**config.mk**
```make
export PLATFORM = sky130hd
export DESIGN_NAME = alu_exec_pipe_flat
export DESIGN_NICKNAME = d
export VERILOG_FILES = /design/src/rtl/alu_exec_pipe_if.sv /design/src/rtl/alu_exec_pipe.sv /design/src/flat_wrapper.sv
export SDC_FILE = /design/constraint.sdc
export NUM_CORES = 1
export LEC_CHECK = 0
export BUFFER_PORTS_ARGS = -buffer_cell sky130_fd_sc_hd__clkbuf_2
export CAP_MARGIN = 20
export CORE_UTILIZATION = 45
export CTS_CLUSTER_DIAMETER = 120
export CTS_CLUSTER_SIZE = 30
export DETAILED_ROUTE_END_ITERATION = 10
export GPL_TIMING_DRIVEN = 0
export PLACE_DENSITY = 0.7
export REMOVE_ABC_BUFFERS = 1
export SLEW_MARGIN = 20
export SYNTH_ARGS = -nofsm -noshare
export SYNTH_HDL_FRONTEND = slang
export SYNTH_SLANG_ARGS = --single-unit
```
**constraint.sdc**
```tcl
create_clock -name clk -period 5.15 [get_ports clk]
set_input_delay 0.7725 -clock clk [delete_from_list [all_inputs] [get_ports clk]]
set_output_delay 0.7725 -clock clk [all_outputs]
set_load 0.02 [all_outputs]
```
**src/rtl/alu_exec_pipe_if.sv**
```systemverilog
// rtl/alu_exec_pipe_if.sv - operand/result handshake bundle for alu_exec_pipe
//
// Purpose: groups the operand transfer channel and the result delivery
// channel of the execute unit.
// Ports (signals):
//   in_valid, in_ready, SrcA, SrcB, ALUControl      - operand channel
//   out_valid, out_ready, Result, Zero, Negative,
//   Carry, Overflow, Illegal                         - result channel
//   err_count                                        - illegal-op counter
// Modports: master = issue/downstream side, slave = execute unit.

interface alu_exec_pipe_if #(
    parameter int WIDTH = 32,
    parameter int ERRW  = 8
);
    logic             in_valid;
    logic             in_ready;
    logic [WIDTH-1:0] SrcA;
    logic [WIDTH-1:0] SrcB;
    logic [2:0]       ALUControl;
    logic             out_valid;
    logic             out_ready;
    logic [WIDTH-1:0] Result;
    logic             Zero;
    logic             Negative;
    logic             Carry;
    logic             Overflow;
    logic             Illegal;
    logic [ERRW-1:0]  err_count;

    modport master (
        output in_valid, SrcA, SrcB, ALUControl, out_ready,
        input  in_ready, out_valid, Result, Zero, Negative, Carry, Overflow,
               Illegal, err_count
    );

    modport slave (
        input  in_valid, SrcA, SrcB, ALUControl, out_ready,
        output in_ready, out_valid, Result, Zero, Negative, Carry, Overflow,
               Illegal, err_count
    );
endinterface

```
**src/rtl/alu_exec_pipe.sv**
```systemverilog
// rtl/alu_exec_pipe.sv - two-stage pipelined ALU execute unit with valid/ready
//
// Purpose: S1 captures operands and ALUControl, S2 holds the registered
// result and flags. Both stages stall under back-pressure and are killed by
// flush. err_count saturates and counts delivered illegal-code results.
// Ports:
//   clk    - rising-edge clock
//   rst    - asynchronous active-low reset
//   flush  - synchronous kill of both stages; blocks input that cycle
//   bus    - alu_exec_pipe_if.slave (operand and result channels)

module alu_exec_pipe #(
    parameter int WIDTH = 32,
    parameter int ERRW  = 8
) (
    input  logic           clk,
    input  logic           rst,
    input  logic           flush,
    alu_exec_pipe_if.slave bus
);
    localparam logic [2:0] OP_ADD = 3'b000;
    localparam logic [2:0] OP_SUB = 3'b001;
    localparam logic [2:0] OP_AND = 3'b010;
    localparam logic [2:0] OP_OR  = 3'b011;
    localparam logic [2:0] OP_SLT = 3'b101;

    // Stage 1: captured operands
    logic             s1_valid_q, s1_valid_d;
    logic [WIDTH-1:0] s1_a_q, s1_b_q;
    logic [2:0]       s1_op_q;

    // Stage 2: registered result and flags
    logic             s2_valid_q, s2_valid_d;
    logic [WIDTH-1:0] result_q;
    logic             zero_q, neg_q, carry_q, ovf_q, ill_q;

    logic [ERRW-1:0]  err_q, err_d;

    logic s2_adv, s1_adv, in_fire, s1_to_s2, out_fire;

    always_comb begin
        s2_adv   = !s2_valid_q || bus.out_ready;
        s1_adv   = !s1_valid_q || s2_adv;
        in_fire  = bus.in_valid && s1_adv && !flush;
        s1_to_s2 = s1_valid_q && s2_adv && !flush;
        out_fire = s2_valid_q && bus.out_ready;
    end

    // Combinational ALU on S1 contents
    logic             sub_c;
    logic [WIDTH-1:0] bx_c;
    logic [WIDTH:0]   sum_c;
    logic             add_ovf_c;
    logic [WIDTH-1:0] res_c;
    logic             carry_c, ovf_c, ill_c;

    always_comb begin
        sub_c     = (s1_op_q == OP_SUB) || (s1_op_q == OP_SLT);
        bx_c      = sub_c ? ~s1_b_q : s1_b_q;
        sum_c     = {1'b0, s1_a_q} + {1'b0, bx_c} + (WIDTH+1)'(sub_c);
        // Operands of equal sign producing a result of the other sign
        add_ovf_c = (s1_a_q[WIDTH-1] == bx_c[WIDTH-1]) &&
                    (sum_c[WIDTH-1] != s1_a_q[WIDTH-1]);
        res_c     = '0;
        carry_c   = 1'b0;
        ovf_c     = 1'b0;
        ill_c     = 1'b0;
        case (s1_op_q)
            OP_ADD, OP_SUB: begin
                res_c   = sum_c[WIDTH-1:0];
                carry_c = sum_c[WIDTH];
                ovf_c   = add_ovf_c;
            end
            OP_AND: res_c = s1_a_q & s1_b_q;
            OP_OR:  res_c = s1_a_q | s1_b_q;
            OP_SLT: begin
                // Signed less-than is N xor V of A - B
                res_c   = {{(WIDTH-1){1'b0}}, sum_c[WIDTH-1] ^ add_ovf_c};
                carry_c = sum_c[WIDTH];
                ovf_c   = add_ovf_c;
            end
            default: ill_c = 1'b1;
        endcase
    end

    always_comb begin
        if (flush) begin
            s1_valid_d = 1'b0;
            s2_valid_d = 1'b0;
        end else begin
            s1_valid_d = in_fire || (s1_valid_q && !s2_adv);
            s2_valid_d = s1_to_s2 || (s2_valid_q && !bus.out_ready);
        end
        err_d = err_q;
        // Counting follows the output handshake even in a flush cycle
        if (out_fire && ill_q && (err_q != '1)) begin
            err_d = err_q + ERRW'(1);
        end
    end

    always_ff @(posedge clk or negedge rst) begin
        if (!rst) begin
            s1_valid_q <= 1'b0;
            s1_a_q     <= '0;
            s1_b_q     <= '0;
            s1_op_q    <= OP_ADD;
            s2_valid_q <= 1'b0;
            result_q   <= '0;
            zero_q     <= 1'b1;
            neg_q      <= 1'b0;
            carry_q    <= 1'b0;
            ovf_q      <= 1'b0;
            ill_q      <= 1'b0;
            err_q      <= '0;
        end else begin
            s1_valid_q <= s1_valid_d;
            s2_valid_q <= s2_valid_d;
            err_q      <= err_d;
            if (in_fire) begin
                s1_a_q  <= bus.SrcA;
                s1_b_q  <= bus.SrcB;
                s1_op_q <= bus.ALUControl;
            end
            if (s1_to_s2) begin
                result_q <= res_c;
                zero_q   <= (res_c == '0);
                neg_q    <= res_c[WIDTH-1];
                carry_q  <= carry_c;
                ovf_q    <= ovf_c;
                ill_q    <= ill_c;
            end
        end
    end

    assign bus.in_ready  = s1_adv && !flush;
    assign bus.out_valid = s2_valid_q;
    assign bus.Result    = result_q;
    assign bus.Zero      = zero_q;
    assign bus.Negative  = neg_q;
    assign bus.Carry     = carry_q;
    assign bus.Overflow  = ovf_q;
    assign bus.Illegal   = ill_q;
    assign bus.err_count = err_q;
endmodule

```
**src/flat_wrapper.sv**
```systemverilog
// flat-port wrapper written by rule: the top's interface ports become plain ports
module alu_exec_pipe_flat 
#(
    parameter int WIDTH = 32,
    parameter int ERRW  = 8
)
  (clk, rst, flush, bus_in_valid, bus_SrcA, bus_SrcB, bus_ALUControl, bus_out_ready, bus_in_ready, bus_out_valid, bus_Result, bus_Zero, bus_Negative, bus_Carry, bus_Overflow, bus_Illegal, bus_err_count);
  alu_exec_pipe_if #(.WIDTH(WIDTH), .ERRW(ERRW)) bus_i ();
  input  logic clk;
  input  logic rst;
  input  logic flush;
  input wire logic [$bits(bus_i.in_valid)-1:0] bus_in_valid;
  input wire logic [$bits(bus_i.SrcA)-1:0] bus_SrcA;
  input wire logic [$bits(bus_i.SrcB)-1:0] bus_SrcB;
  input wire logic [$bits(bus_i.ALUControl)-1:0] bus_ALUControl;
  input wire logic [$bits(bus_i.out_ready)-1:0] bus_out_ready;
  output wire logic [$bits(bus_i.in_ready)-1:0] bus_in_ready;
  output wire logic [$bits(bus_i.out_valid)-1:0] bus_out_valid;
  output wire logic [$bits(bus_i.Result)-1:0] bus_Result;
  output wire logic [$bits(bus_i.Zero)-1:0] bus_Zero;
  output wire logic [$bits(bus_i.Negative)-1:0] bus_Negative;
  output wire logic [$bits(bus_i.Carry)-1:0] bus_Carry;
  output wire logic [$bits(bus_i.Overflow)-1:0] bus_Overflow;
  output wire logic [$bits(bus_i.Illegal)-1:0] bus_Illegal;
  output wire logic [$bits(bus_i.err_count)-1:0] bus_err_count;
  assign bus_i.in_valid = bus_in_valid;
  assign bus_i.SrcA = bus_SrcA;
  assign bus_i.SrcB = bus_SrcB;
  assign bus_i.ALUControl = bus_ALUControl;
  assign bus_i.out_ready = bus_out_ready;
  assign bus_in_ready = bus_i.in_ready;
  assign bus_out_valid = bus_i.out_valid;
  assign bus_Result = bus_i.Result;
  assign bus_Zero = bus_i.Zero;
  assign bus_Negative = bus_i.Negative;
  assign bus_Carry = bus_i.Carry;
  assign bus_Overflow = bus_i.Overflow;
  assign bus_Illegal = bus_i.Illegal;
  assign bus_err_count = bus_i.err_count;
  alu_exec_pipe #(.WIDTH(WIDTH), .ERRW(ERRW)) u_core (.clk(clk), .rst(rst), .flush(flush), .bus(bus_i));
endmodule
```
==> tab_implementation.tex <==
\begin{tabular}{lr}
\hline
Metric & Value \\
\hline
\multicolumn{2}{l}{\textbf{Run status}} \\
\quad Run status & finished, final reports clean \\
\multicolumn{2}{l}{\textbf{Layout}} \\
\quad Leading cell types in the layout, fill and taps excluded & sky130\_fd\_sc\_hd\_\_clkbuf\_2, sky130\_fd\_sc\_hd\_\_dfrtp\_1, sky130\_fd\_sc\_hd\_\_nand2\_1 \\
\quad NumNets Final & 997 \\
\quad Synth-to-Final Area Change & 19.7\% \\
\quad Filler Cell Count & 1523 \\
\quad Area of the multi-input gates & 0.00441 mm\^{}2 \\
\quad Antenna cell count & 0 \\
\quad Share of layout cells above drive strength 1 & 27.7\% \\
\quad Most common cell after layout, fill and taps aside & sky130\_fd\_sc\_hd\_\_clkbuf\_2 \\
\quad Total area of sequential cells & 0.00283 mm\^{}2 \\
\quad Final instance area & between 0.008 and 0.009 mm\^{}2 \\
\multicolumn{2}{l}{\textbf{Floorplanning}} \\
\quad Width of the die & between 100 and 150 um \\
\quad Std-Cell Rows & 46 \\
\quad Starting density of the core & 46.3\% \\
\quad Core region area & around 0.016 mm\^{}2 \\
\quad Height of the die & 130 um \\
\quad Io pins & 119 \\
\quad Die ar. & 0.0170 mm\^{}2 \\
\multicolumn{2}{l}{\textbf{Drt}} \\
\quad Wirelength, routed & approximately 19000 um \\
\quad Residual DRC & 0 \\
\quad Routed wire length per instance & 17.3 um \\
\quad First DRT Iteration DRCs & 406 \\
\quad Number of nets with antenna violations after detailed routing & 0 \\
\quad Number of vias per cell & 5.68 \\
\quad Drt pass-1 iters & 6 \\
\quad DR vias & 6317 \\
\multicolumn{2}{l}{\textbf{Clock tree}} \\
\quad TritonCTS clock tree & built \\
\quad Cts hold-fix bufs & 0 \\
\quad Cts bufs inserted & 17 \\
\quad Clock Latency Late Sink & 0.43 ns \\
\quad CTS root buf & sky130\_fd\_sc\_hd\_\_clkbuf\_16 \\
\quad Clock Path Buffers & 2 \\
\quad Clock transition time at the flip-flop clock pins of the worst setup and hold paths & about 0.060 ns \\
\quad Max H-tree Level & 4 \\
\quad Clock Sinks & 113 \\
\multicolumn{2}{l}{\textbf{Pwr}} \\
\quad Worst VDD drop & 278 uV \\
\quad Power density over the cells & 495 mW/mm\^{}2 \\
\quad Leakage & 3.98 nW \\
\multicolumn{2}{l}{\textbf{Synth}} \\
\quad Synth unique cells & 65 \\
\quad Yosys top cell area share & 37.8\% \\
\quad EDFF count, synth & 0 \\
\quad Dominant cells by area after synthesis & sky130\_fd\_sc\_hd\_\_dfrtp\_1, sky130\_fd\_sc\_hd\_\_mux2\_2, sky130\_fd\_sc\_hd\_\_ha\_1, sky130\_fd\_sc\_hd\_\_xnor2\_1, sky130\_fd\_sc\_hd\_\_nand2\_1 \\
\quad Synthesized area divided by synthesized cell count & 9.58 um\^{}2 \\
\quad Post-synthesis sequential area ratio & a little under two fifths \\
\quad Post-synthesis instance area & 0.00741 mm\^{}2 \\
\quad Post-synthesis sequential element count & 113 \\
\quad Cells after synthesis & 774 \\
\quad Proportion of register bits with asynchronous set or reset after synthesis & 100\% \\
\quad Primary flip-flop cell chosen by synthesis mapping & sky130\_fd\_sc\_hd\_\_dfrtp\_1 \\
\quad Warning count from the yosys run & 0 \\
\quad Area leader, netlist & sky130\_fd\_sc\_hd\_\_dfrtp\_1 \\
\multicolumn{2}{l}{\textbf{STA}} \\
\quad Sum Neg Setup Slack & 0 ns \\
\quad Number of max-slew violations in the final report & 0 \\
\quad Fraction of the cycle the final worst path needs & around nine tenths \\
\quad Setup violators final & 0 \\
\quad Tightest Pin Transition & 0.803 ns \\
\quad Setup repair after global routing missed its margin & no \\
\quad Final hold viol count & 0 \\
\quad Layout Skew & 0.00946 ns \\
\quad Achievable Freq & around 210 MHz \\
\quad Relative max-transition margin & between 40 and 50\% \\
\quad Final worst path period need & 4.68 ns \\
\multicolumn{2}{l}{\textbf{Global routing}} \\
\quad Via count of the first global-routing pass & between 5000 and 6000 \\
\quad Met3 Resource Use GR & 4.55\% \\
\quad Antenna violations before repair & 0 \\
\quad Overflow left after global routing & 0 \\
\quad GR met1 Demand/Resource & 35.0\% \\
\quad Global router's overall resource usage & between 20\% and 30\% \\
\quad Global-route wire length before repair & 30800 um \\
\quad Largest net degree at the start of global routing & 62 \\
\quad GR peak layer & met2 \\
\quad Met2 Track Usage GR & 35.9\% \\
\multicolumn{2}{l}{\textbf{Flow run}} \\
\quad Reported max-cap violation count & 0 \\
\multicolumn{2}{l}{\textbf{Critical path}} \\
\quad Worst r2r src & u\_core.s1\_op\_q[1] \\
\quad Start point of the critical path & u\_core.s1\_op\_q[1] \\
\quad Worst Setup Path Type & reg -> reg \\
\quad Arrival time at the worst endpoint & 5.04 ns \\
\quad Biggest fanout along the worst timing path & 34 \\
\quad Type of element capturing the critical path & flop \\
\quad Critical Path Start Type & flop \\
\quad Required time of the critical path & 5.52 ns \\
\multicolumn{2}{l}{\textbf{Placement}} \\
\quad Routability-driven placement congestion ratio & 0.893 \\
\quad Buffers on Ports & 118 \\
\quad Dpl cell area & 0.00828 mm\^{}2 \\
\quad Post-DP HPWL & about 14000 um \\
\multicolumn{2}{l}{\textbf{Hold path}} \\
\quad Worst min-delay path class & in -> async \\
\hline
\end{tabular}
-- Yosys cell counts (all sizes together), types with 3 or more instances --
master / instances
o22ai: 7
a22o: 4
o21a: 8
a31oi: 7
inv: 19
buf: 8
o211a: 3
a21oi: 53
or3: 7
ha: 41
o31a: 3
dfrtp: 112
xor2: 8
a211oi: 12
a22oi: 5
nor4: 5
o211ai: 4
o2111ai: 3
nor3: 9
maj3: 21
a21o: 11
nor2: 43
and3: 7
and2: 4
nand4: 13
clkbuf: 27
o21bai: 4
a32o: 3
mux2i: 3
o31ai: 8
mux2: 72
a221oi: 4
nand2: 90
nor2b: 7
o21ai: 56
nand3: 13
xnor2: 44
o221ai: 3
-- power breakdown --
group	switching, W	internal (W)
Clock	0.000434	0.000684
Sequential	0.000180	0.00108
Combinational	0.00120	0.000813
Total	0.00182	0.00258
-- cells by family (layout without fill, tap and decap cells) --
| group | Yosys count | after routing | share of synthesized area (%) |
|---|---|---|---|
| AOI/OAI and AO/OA | 210 | 210 | 18.6 |
| and+or+nand+nor | 207 | 207 | 12.8 |
| DFF | 113 | 113 | 38.2 |
| muxes | 75 | 75 | 11.3 |
| adders and majority gates | 63 | 63 | 10.0 |
| buffers and inverters | 54 | 176 | 2.89 |
| xor gates and xnor gates | 52 | 52 | 6.14 |
-- final cells by class --
type | count | share of cell area [%]
multi-input combinational | 607 | 49.7
sequential | 113 | 31.9
timing repair buffer | 125 | 8.15
clock buffer | 19 | 5.10
tap | 216 | 3.05
clock inverter | 13 | 1.28
inverter | 19 | 0.846
-- worst paths after layout --
kind	endpoint	slack (ns)	depth (start not counted)
setup / recovery	u_core.bus.Zero	0.47	15
hold / removal	u_core.s1_a_q[9]	0.30	1
setup reg to reg	u_core.bus.Zero	0.47	15
hold reg to reg	u_core.bus.Result[24]	0.48	2
max in group asynchronous	u_core.bus.Zero	4.18	2
min in group clk	u_core.bus.Result[24]	0.48	2
-- routing by layer --
layer	vias up	wire length, um
met1	3031	9540
met5	-	0
li1	3054	-
met3	18	1230
met2	214	8300
met4	0	211
-- through the flow --
| stage | hold WS, ns | total power (W) | std cells | setup WS, ns | util (%) |
|---|---|---|---|---|---|
| detailed placement | 0.467 | 0.00325 | 1079 | -0.135 | 51.8 |
| CTS | 0.314 | 0.00439 | 1111 | 0.00836 | 55.4 |
| floorplan | 0.477 | 0.00267 | 739 | 0.285 | - |
| global placement | 0.461 | 0.00321 | 1073 | -1.68 | 50.8 |
| finish | 0.298 | 0.00439 | 1112 | 0.474 | 55.5 |
| global route | 0.325 | 0.00469 | 1112 | 0.266 | 55.5 |
-- sequential cells by signal (all words and copies together), names as in the netlist --
| name | count |
|---|---|
| u_core.s1_valid_q | 1 |
| u_core.s1_a_q | 32 |
| u_core.bus.Carry | 1 |
| u_core.s1_op_q | 3 |
| u_core.bus.err_count | 8 |
| u_core.bus.Negative | 1 |
| u_core.bus.Zero | 1 |
| u_core.bus.Illegal | 1 |
| u_core.bus.Overflow | 1 |
| u_core.bus.out_valid | 1 |
| u_core.s1_b_q | 32 |
| u_core.bus.Result | 31 |
-- timing repair --
action	4_1_cts	5_1_grt
gates resized for setup	1	2
setup buffers	0	1
pin swaps	0	0
cloned	0	0
setup endpoints to repair	2	5
-- worst max-delay path, cell delays in order (launching register included) --
cell and delay (ns):
sky130_fd_sc_hd__dfrtp_2 0.63, sky130_fd_sc_hd__clkinvlp_4 0.25, sky130_fd_sc_hd__nand2_8 0.34, sky130_fd_sc_hd__xnor2_1 0.19, sky130_fd_sc_hd__inv_1 0.09, sky130_fd_sc_hd__fa_1 0.44
sky130_fd_sc_hd__nor2b_1 0.20, sky130_fd_sc_hd__o31ai_2 0.14, sky130_fd_sc_hd__a21oi_1 0.41, sky130_fd_sc_hd__nor3_1 0.14, sky130_fd_sc_hd__nor3_1 0.38, sky130_fd_sc_hd__o21ai_0 0.19
sky130_fd_sc_hd__a21oi_1 0.25, sky130_fd_sc_hd__nor4_1 0.08, sky130_fd_sc_hd__a311oi_1 0.62, sky130_fd_sc_hd__a32o_1 0.26
Power figures use the tool's default switching activity.
